<file path="src/rtl/dma_reg_file.sv">
// Multi-channel DMA register file: byte-serial CPU access to address/count registers,
// plus transfer-step bookkeeping with terminal-count, autoinit reload and masking.
module dma_reg_file #(
    parameter int NUM_CH = 4,
    parameter int AW     = 16,
    parameter int WW     = 16
) (
    input  logic                CLK,
    input  logic                RESET,
    input  logic                cpu_wr,
    input  logic                cpu_rd,
    input  logic [3:0]          cpu_fn,
    input  logic [2:0]          cpu_ch,
    input  logic [7:0]          cpu_din,
    output logic [7:0]          cpu_dout,
    input  logic [2:0]          xfer_ch,
    input  logic                xfer_step,
    input  logic                temp_we,
    input  logic [7:0]          temp_din,
    output logic [AW-1:0]       cur_addr,
    output logic [7:0]          command,
    output logic [6*NUM_CH-1:0] mode,
    output logic [NUM_CH-1:0]   mask,
    output logic [NUM_CH-1:0]   request,
    output logic                tc
);
    localparam int AB = AW / 8;
    localparam int WB = WW / 8;

    localparam logic [3:0] FN_ADDR   = 4'd0;
    localparam logic [3:0] FN_CNT    = 4'd1;
    localparam logic [3:0] FN_CMD    = 4'd2;
    localparam logic [3:0] FN_REQ    = 4'd3;
    localparam logic [3:0] FN_MASK   = 4'd4;
    localparam logic [3:0] FN_MODE   = 4'd5;
    localparam logic [3:0] FN_CLRBP  = 4'd6;
    localparam logic [3:0] FN_MCLR   = 4'd7;
    localparam logic [3:0] FN_CLRMSK = 4'd8;
    localparam logic [3:0] FN_WRMSK  = 4'd9;
    localparam logic [3:0] FN_TEMP   = 4'd10;

    logic [AW-1:0]     base_addr_q [NUM_CH];
    logic [AW-1:0]     base_addr_d [NUM_CH];
    logic [AW-1:0]     cur_addr_q  [NUM_CH];
    logic [AW-1:0]     cur_addr_d  [NUM_CH];
    logic [WW-1:0]     base_cnt_q  [NUM_CH];
    logic [WW-1:0]     base_cnt_d  [NUM_CH];
    logic [WW-1:0]     cur_cnt_q   [NUM_CH];
    logic [WW-1:0]     cur_cnt_d   [NUM_CH];
    logic [5:0]        mode_q      [NUM_CH];
    logic [5:0]        mode_d      [NUM_CH];
    logic [7:0]        command_q, command_d;
    logic [7:0]        temp_q, temp_d;
    logic [7:0]        dout_q, dout_d;
    logic [NUM_CH-1:0] mask_q, mask_d;
    logic [NUM_CH-1:0] request_q, request_d;
    logic [NUM_CH-1:0] tcf_q, tcf_d;
    logic [NUM_CH-1:0] tc_set;
    logic [1:0]        bp_q, bp_d;
    logic              tc_q, tc_d;
    logic              mclr;

    function automatic logic [31:0] put_byte(input logic [31:0] v, input logic [1:0] idx,
                                             input int nbytes, input logic [7:0] b);
        logic [31:0] r;
        r = v;
        for (int i = 0; i < 4; i++)
            if (i < nbytes && idx == 2'(i)) r[i*8 +: 8] = b;
        return r;
    endfunction

    function automatic logic [7:0] get_byte(input logic [31:0] v, input logic [1:0] idx);
        logic [7:0] r;
        r = 8'h00;
        for (int i = 0; i < 4; i++)
            if (idx == 2'(i)) r = v[i*8 +: 8];
        return r;
    endfunction

    function automatic logic [1:0] next_bp(input logic [1:0] bp, input int nbytes);
        return (int'(bp) >= nbytes - 1) ? 2'd0 : bp + 2'd1;
    endfunction

    assign mclr = cpu_wr && (cpu_fn == FN_MCLR);

    always_comb begin
        base_addr_d = base_addr_q;
        cur_addr_d  = cur_addr_q;
        base_cnt_d  = base_cnt_q;
        cur_cnt_d   = cur_cnt_q;
        mode_d      = mode_q;
        command_d   = command_q;
        temp_d      = temp_q;
        dout_d      = dout_q;
        mask_d      = mask_q;
        request_d   = request_q;
        tcf_d       = tcf_q;
        bp_d        = bp_q;
        tc_d        = 1'b0;
        tc_set      = '0;

        // Transfer step first so that a same-cycle CPU write to the register overrides it.
        if (xfer_step && !command_q[2]) begin
            for (int c = 0; c < NUM_CH; c++) begin
                if (xfer_ch == 3'(c)) begin
                    cur_addr_d[c] = mode_q[c][3] ? cur_addr_q[c] - AW'(1) : cur_addr_q[c] + AW'(1);
                    cur_cnt_d[c]  = cur_cnt_q[c] - WW'(1);
                    if (cur_cnt_q[c] == '0) begin
                        tc_d         = 1'b1;
                        tc_set[c]    = 1'b1;
                        request_d[c] = 1'b0;
                        if (mode_q[c][2]) begin
                            cur_addr_d[c] = base_addr_q[c];
                            cur_cnt_d[c]  = base_cnt_q[c];
                        end else begin
                            mask_d[c] = 1'b1;
                        end
                    end
                end
            end
        end

        if (cpu_wr) begin
            case (cpu_fn)
                FN_ADDR, FN_CNT, FN_REQ, FN_MASK, FN_MODE: begin
                    for (int c = 0; c < NUM_CH; c++) begin
                        if (cpu_ch == 3'(c)) begin
                            case (cpu_fn)
                                FN_ADDR: begin
                                    base_addr_d[c] = AW'(put_byte(32'(base_addr_q[c]), bp_q, AB, cpu_din));
                                    cur_addr_d[c]  = AW'(put_byte(32'(cur_addr_q[c]), bp_q, AB, cpu_din));
                                    bp_d           = next_bp(bp_q, AB);
                                end
                                FN_CNT: begin
                                    base_cnt_d[c] = WW'(put_byte(32'(base_cnt_q[c]), bp_q, WB, cpu_din));
                                    cur_cnt_d[c]  = WW'(put_byte(32'(cur_cnt_q[c]), bp_q, WB, cpu_din));
                                    bp_d          = next_bp(bp_q, WB);
                                end
                                FN_REQ:  request_d[c] = cpu_din[0];
                                FN_MASK: mask_d[c]    = cpu_din[0];
                                default: mode_d[c]    = cpu_din[7:2];
                            endcase
                        end
                    end
                end
                FN_CMD:    command_d = cpu_din;
                FN_CLRBP:  bp_d      = 2'd0;
                FN_CLRMSK: mask_d    = '0;
                FN_WRMSK:  mask_d    = cpu_din[NUM_CH-1:0];
                default: ;
            endcase
        end

        if (cpu_rd) begin
            dout_d = 8'h00;
            case (cpu_fn)
                FN_ADDR: begin
                    for (int c = 0; c < NUM_CH; c++) begin
                        if (cpu_ch == 3'(c)) begin
                            dout_d = get_byte(32'(cur_addr_q[c]), bp_q);
                            bp_d   = next_bp(bp_q, AB);
                        end
                    end
                end
                FN_CNT: begin
                    for (int c = 0; c < NUM_CH; c++) begin
                        if (cpu_ch == 3'(c)) begin
                            dout_d = get_byte(32'(cur_cnt_q[c]), bp_q);
                            bp_d   = next_bp(bp_q, WB);
                        end
                    end
                end
                FN_CMD: begin
                    if (bp_q == 2'd0) begin
                        dout_d = 8'(tcf_q);
                        tcf_d  = '0;
                        bp_d   = 2'd1;
                    end else begin
                        dout_d = 8'(request_q);
                        bp_d   = 2'd0;
                    end
                end
                FN_TEMP: dout_d = temp_q;
                default: ;
            endcase
        end

        tcf_d = tcf_d | tc_set;
        if (temp_we) temp_d = temp_din;
    end

    always_ff @(posedge CLK) begin
        if (RESET || mclr) begin
            for (int c = 0; c < NUM_CH; c++) begin
                base_addr_q[c] <= '0;
                cur_addr_q[c]  <= '0;
                base_cnt_q[c]  <= '0;
                cur_cnt_q[c]   <= '0;
                mode_q[c]      <= '0;
            end
            command_q <= '0;
            temp_q    <= '0;
            dout_q    <= '0;
            mask_q    <= '1;
            request_q <= '0;
            tcf_q     <= '0;
            bp_q      <= '0;
            tc_q      <= 1'b0;
        end else begin
            base_addr_q <= base_addr_d;
            cur_addr_q  <= cur_addr_d;
            base_cnt_q  <= base_cnt_d;
            cur_cnt_q   <= cur_cnt_d;
            mode_q      <= mode_d;
            command_q   <= command_d;
            temp_q      <= temp_d;
            dout_q      <= dout_d;
            mask_q      <= mask_d;
            request_q   <= request_d;
            tcf_q       <= tcf_d;
            bp_q        <= bp_d;
            tc_q        <= tc_d;
        end
    end

    always_comb begin
        cur_addr = '0;
        for (int c = 0; c < NUM_CH; c++)
            if (xfer_ch == 3'(c)) cur_addr = cur_addr_q[c];
    end

    always_comb begin
        mode = '0;
        for (int c = 0; c < NUM_CH; c++) mode[c*6 +: 6] = mode_q[c];
    end

    assign cpu_dout = dout_q;
    assign command  = command_q;
    assign mask     = mask_q;
    assign request  = request_q;
    assign tc       = tc_q;
endmodule
</file>
<file path="config.mk">
export PLATFORM = sky130hd
export DESIGN_NAME = dma_reg_file
export DESIGN_NICKNAME = d
export VERILOG_FILES = /design/src/rtl/dma_reg_file.sv
export SDC_FILE = /design/constraint.sdc
export NUM_CORES = 1
export LEC_CHECK = 0
export CAP_MARGIN = 0
export CELL_PAD_IN_SITES_DETAIL_PLACEMENT = 0
export CELL_PAD_IN_SITES_GLOBAL_PLACEMENT = 2
export CORE_MARGIN = 10
export CORE_UTILIZATION = 36
export DETAILED_ROUTE_END_ITERATION = 10
export PLACE_DENSITY = 0.88
export SLEW_MARGIN = 20
export SYNTH_ARGS = -nofsm -noshare
export SYNTH_HDL_FRONTEND = slang
export SYNTH_SLANG_ARGS = --single-unit
export TNS_END_PERCENT = 20
</file>
<file path="constraint.sdc">
create_clock -name CLK -period 3.5 [get_ports CLK]
set_clock_uncertainty 0.15 [all_clocks]
set_input_delay 0.7 -clock CLK [delete_from_list [all_inputs] [get_ports CLK]]
set_output_delay 0.7 -clock CLK [all_outputs]
set_load 0.01 [all_outputs]
</file>
==> impl_metrics.ini <==
[pwr]
cellLeakagePower_nw = 8.54
p_per_area_nw_per_um2 = 387
totalPowerFinal_mw = 9.04
pwr-share-seq_pct = 41.9
peak_supply_drop_mv = 0.273
switchingPower_mw = 2.49
share_clk_of_total_power_pct = 46.0
p_comb_share_pct = 12.1
power_report.internal_total_mw = 6.55
p_sw_share_pct = 27.5

[setup_path]
r2r_start = cur_cnt_q[32]$_SDFFE_PP0P_
setup.worst_path.end_class = output pin
cp.arrival_ns = 2.58
critical_path.max_fanout = 17
regToRegSetupSlack_ns = 0.32
r2r-end = cur_cnt_q[34]$_SDFFE_PP0P_
critPathLaunchType = input pin
setup.worst_path.class = in2out
worst-r2r-cell-count = 11
critical_path_required_ns = 2.65

[finish]
fill_cell_total_of_the_finished_layout = 5504
diodes = 0
layout-area-overhead-vs-synth_pct = 19.6
post_layout_nonfiller_instances = 3466
register_area_um2 = 6390
total_area_of_multi_input_combinational_cells_um2 = 12300
drive_gt1_share_pct = 10.1
postLayoutCoreUtil_pct = 43.4
final_net_count = 2845

[drt]
ant_nets = 0
vias_after_detailed_routing = 20900
drt-vias-per-instance = 6.04
post_drt_wl_per_cell_um = 24.7
drc = 0
route.final.wire_length_um = 85500
first_pass_iters = 5
drt_iter0_drc = 2115

[yosys]
synth_most_common_cell = sky130_fd_sc_hd__nand2_1
synth_top_cells_by_count = 419 x sky130_fd_sc_hd__nand2_1, 319 x sky130_fd_sc_hd__dfxtp_1, 313 x sky130_fd_sc_hd__a21oi_1
synth_edf_count = 0
synth_seq_area_share_pct = 32.7
post-synth-top-area-fraction_pct = 32.7
synthCells = 2623
synth.net_count = 2724
biggest_area_consumer_among_synthesized_cells = sky130_fd_sc_hd__dfxtp_1
syn-mean-instance-area_um2 = 7.45
synth_warnings = 0
synthArstFlopShare_pct = 0
dominantRegCellSynth = sky130_fd_sc_hd__dfxtp_1
synth.area.top_cells = sky130_fd_sc_hd__dfxtp_1 33%, sky130_fd_sc_hd__nand2_1 8.1%, sky130_fd_sc_hd__a21oi_1 8.0%
total_of_flip_flops_plus_latches_after_synthesis = 319
synth.lib_cells_used.distinct = 75
mappedNetlistArea_um2 = 19500

[floorplan]
initial_standard_cell_utilization_of_the_core_pct = 36.3
fp-row-count = 85
floorplan.die.width_um = 253
core_um2 = 53800
ios = 97
chipHeight_um = 253
dieArea_um2 = 64000

[timing]
layout_min_cycle_time_ns = 3.43
tightest_slew_ns = 0.941
unrepaired_setup_endpoints_after_global_routing = false
final_max_slew_viol_count = 0
fin_tns_setup_ns = 0
final_critical_path_setup_slack_ns = 0.0696
fin_crit_sh_pct = 98.0
timing.slew.headroom_pct = 36.8
timing.final.hold_violations = 0
total_setup_violations_reported_at_the_end_of_the_flow = 0
fmax_ghz = 0.292

[clock_tree]
clkTransAtPathRegs_ns = 0.06
post_cts.resized_instances = 0
ctsLongestPathBuffers = 3
clock_sinks = 319
worst_skew_pair.late_latency_ns = 0.57
clockRootBuffer = sky130_fd_sc_hd__clkbuf_16
total_setup_buffers_inserted_after_cts = 0
htree_num_levels = 2
postCtsHoldBufs = 0
cts_inserted_buffers = 39
tritoncts = done

[min_path]
min-delay-path-class = reg2reg
whs_endpoint = base_addr_q[4]$_SDFFE_PP0P_
worst_hold_startpoint = base_addr_q[4]$_SDFFE_PP0P_
number_of_cells_on_the_worst_hold_path = 2

[global_route]
grt_antenna_before_repair = 3
globalRouteTotalUtil_pct = 25.9
via_count_of_the_first_global_routing_pass = 19800
grt_pass1_wl_um = 127000
overflow = 0
grt_max_degree = 78

[job]
max-cap-violations = 0

[placed_design]
finalWeightedCongestion = 0.964
worst_setup_slack_before_clock_tree_synthesis_ns = 0.0261
dpl.cell_count = 3399
detailed_place_hpwl_um = 62100
port_buffers = 96

[run_status]
outcome = complete, no violations
## worst max path at each step
stage	startpoint	end	slack (ns)	cells past startpoint
floorplan	xfer_ch[1]	cur_addr[11]	0.42	4
global placement	xfer_ch[1]	cur_addr[13]	0.09	5
detailed placement	xfer_ch[2]	cur_cnt_q[36]$_SDFFE_PP0P_	0.03	8
CTS	xfer_ch[1]	cur_addr[6]	0.07	5
global route	xfer_ch[0]	cur_addr[3]	0.02	5
finish	xfer_ch[1]	cur_addr[6]	0.07	5
## registers in the layout, summed over array words and instances, names as in the netlist
name         flops
base_addr_q     64
base_cnt_q      64
bp_q             2
command          8
cpu_dout         8
cur_addr_q      64
cur_cnt_q       64
mask             4
mode            24
request          4
tc               1
tcf_q            4
temp_q           8
## power groups by stage
stage / Clock, mW / Sequential (mW) / Combinational (mW)
CTS: 4.20 / 3.78 / 1.07
floorplan: 0 / 3.82 / 0.625
global route: 4.35 / 3.79 / 1.16
finish: 4.15 / 3.79 / 1.10
detailed placement: 0 / 3.86 / 1.07
global placement: 0 / 3.86 / 1.06
## worst max-delay path, cell delays in order
cell                              delay (ns)
sky130_fd_sc_hd__clkdlybuf4s50_1        0.50
sky130_fd_sc_hd__buf_12                 0.20
sky130_fd_sc_hd__mux4_2                 0.53
sky130_fd_sc_hd__nor2b_1                0.15
sky130_fd_sc_hd__clkdlybuf4s50_1        0.50
## routing by layer
metal | track usage, % | wire (µm) | up-vias
met5 | 0 | 29 | -
met4 | 13.0 | 4400 | 4
met3 | 4.52 | 6940 | 218
met2 | 41.0 | 38400 | 953
met1 | 33.4 | 35700 | 10000
li1 | - | - | 9742
## logic make-up after synthesis
logic type / Yosys count / synth area share [%]
AND/OR/NAND/NOR: 972 / 22.3
AO/OA/AOI/OAI: 858 / 26.4
flip-flops: 319 / 32.7
buffers and inverters: 240 / 4.79
multiplexers: 118 / 7.12
adder cells (fa/ha/maj): 69 / 4.57
XOR/XNOR: 47 / 2.11
## cell usage in the layout, fill, tap and decap left out, types with 16 or more instances in the layout
cell,instances
sky130_fd_sc_hd__nor3_1,65
sky130_fd_sc_hd__o21ai_0,217
sky130_fd_sc_hd__nand3_1,115
sky130_fd_sc_hd__inv_1,55
sky130_fd_sc_hd__a311oi_1,39
sky130_fd_sc_hd__a21o_1,17
sky130_fd_sc_hd__nor2_1,205
sky130_fd_sc_hd__buf_4,159
sky130_fd_sc_hd__and3_1,17
sky130_fd_sc_hd__o22ai_1,39
sky130_fd_sc_hd__a21oi_1,313
sky130_fd_sc_hd__a31oi_1,39
sky130_fd_sc_hd__clkbuf_16,41
sky130_fd_sc_hd__ha_1,63
sky130_fd_sc_hd__nand2_1,419
sky130_fd_sc_hd__or3_1,19
sky130_fd_sc_hd__mux4_2,16
sky130_fd_sc_hd__mux2i_1,95
sky130_fd_sc_hd__xor2_1,25
sky130_fd_sc_hd__nand2b_1,40
sky130_fd_sc_hd__o221ai_1,16
sky130_fd_sc_hd__dfxtp_1,319
sky130_fd_sc_hd__xnor2_1,22
sky130_fd_sc_hd__a211oi_1,66
sky130_fd_sc_hd__nor2b_1,32
sky130_fd_sc_hd__clkdlybuf4s50_1,91
## stage by stage
stage | hold WS, ns | area (µm²)
after floorplan | 0.278 | 19500
after global placement | 0.289 | 22100
after detailed placement | 0.291 | 22100
after CTS | 0.299 | 23400
after global routing | 0.320 | 23400
final | 0.298 | 23400
## cell type report
cell class / count / share of cell area, %
multi-input cells: 2064 / 52.6
flip-flops and latches: 319 / 27.3
repair buffers: 265 / 9.97
well taps: 696 / 3.73
clock buffers: 59 / 5.11
inverters: 55 / 0.884
clock inverters: 8 / 0.386
Power figures use the tool's default switching activity.
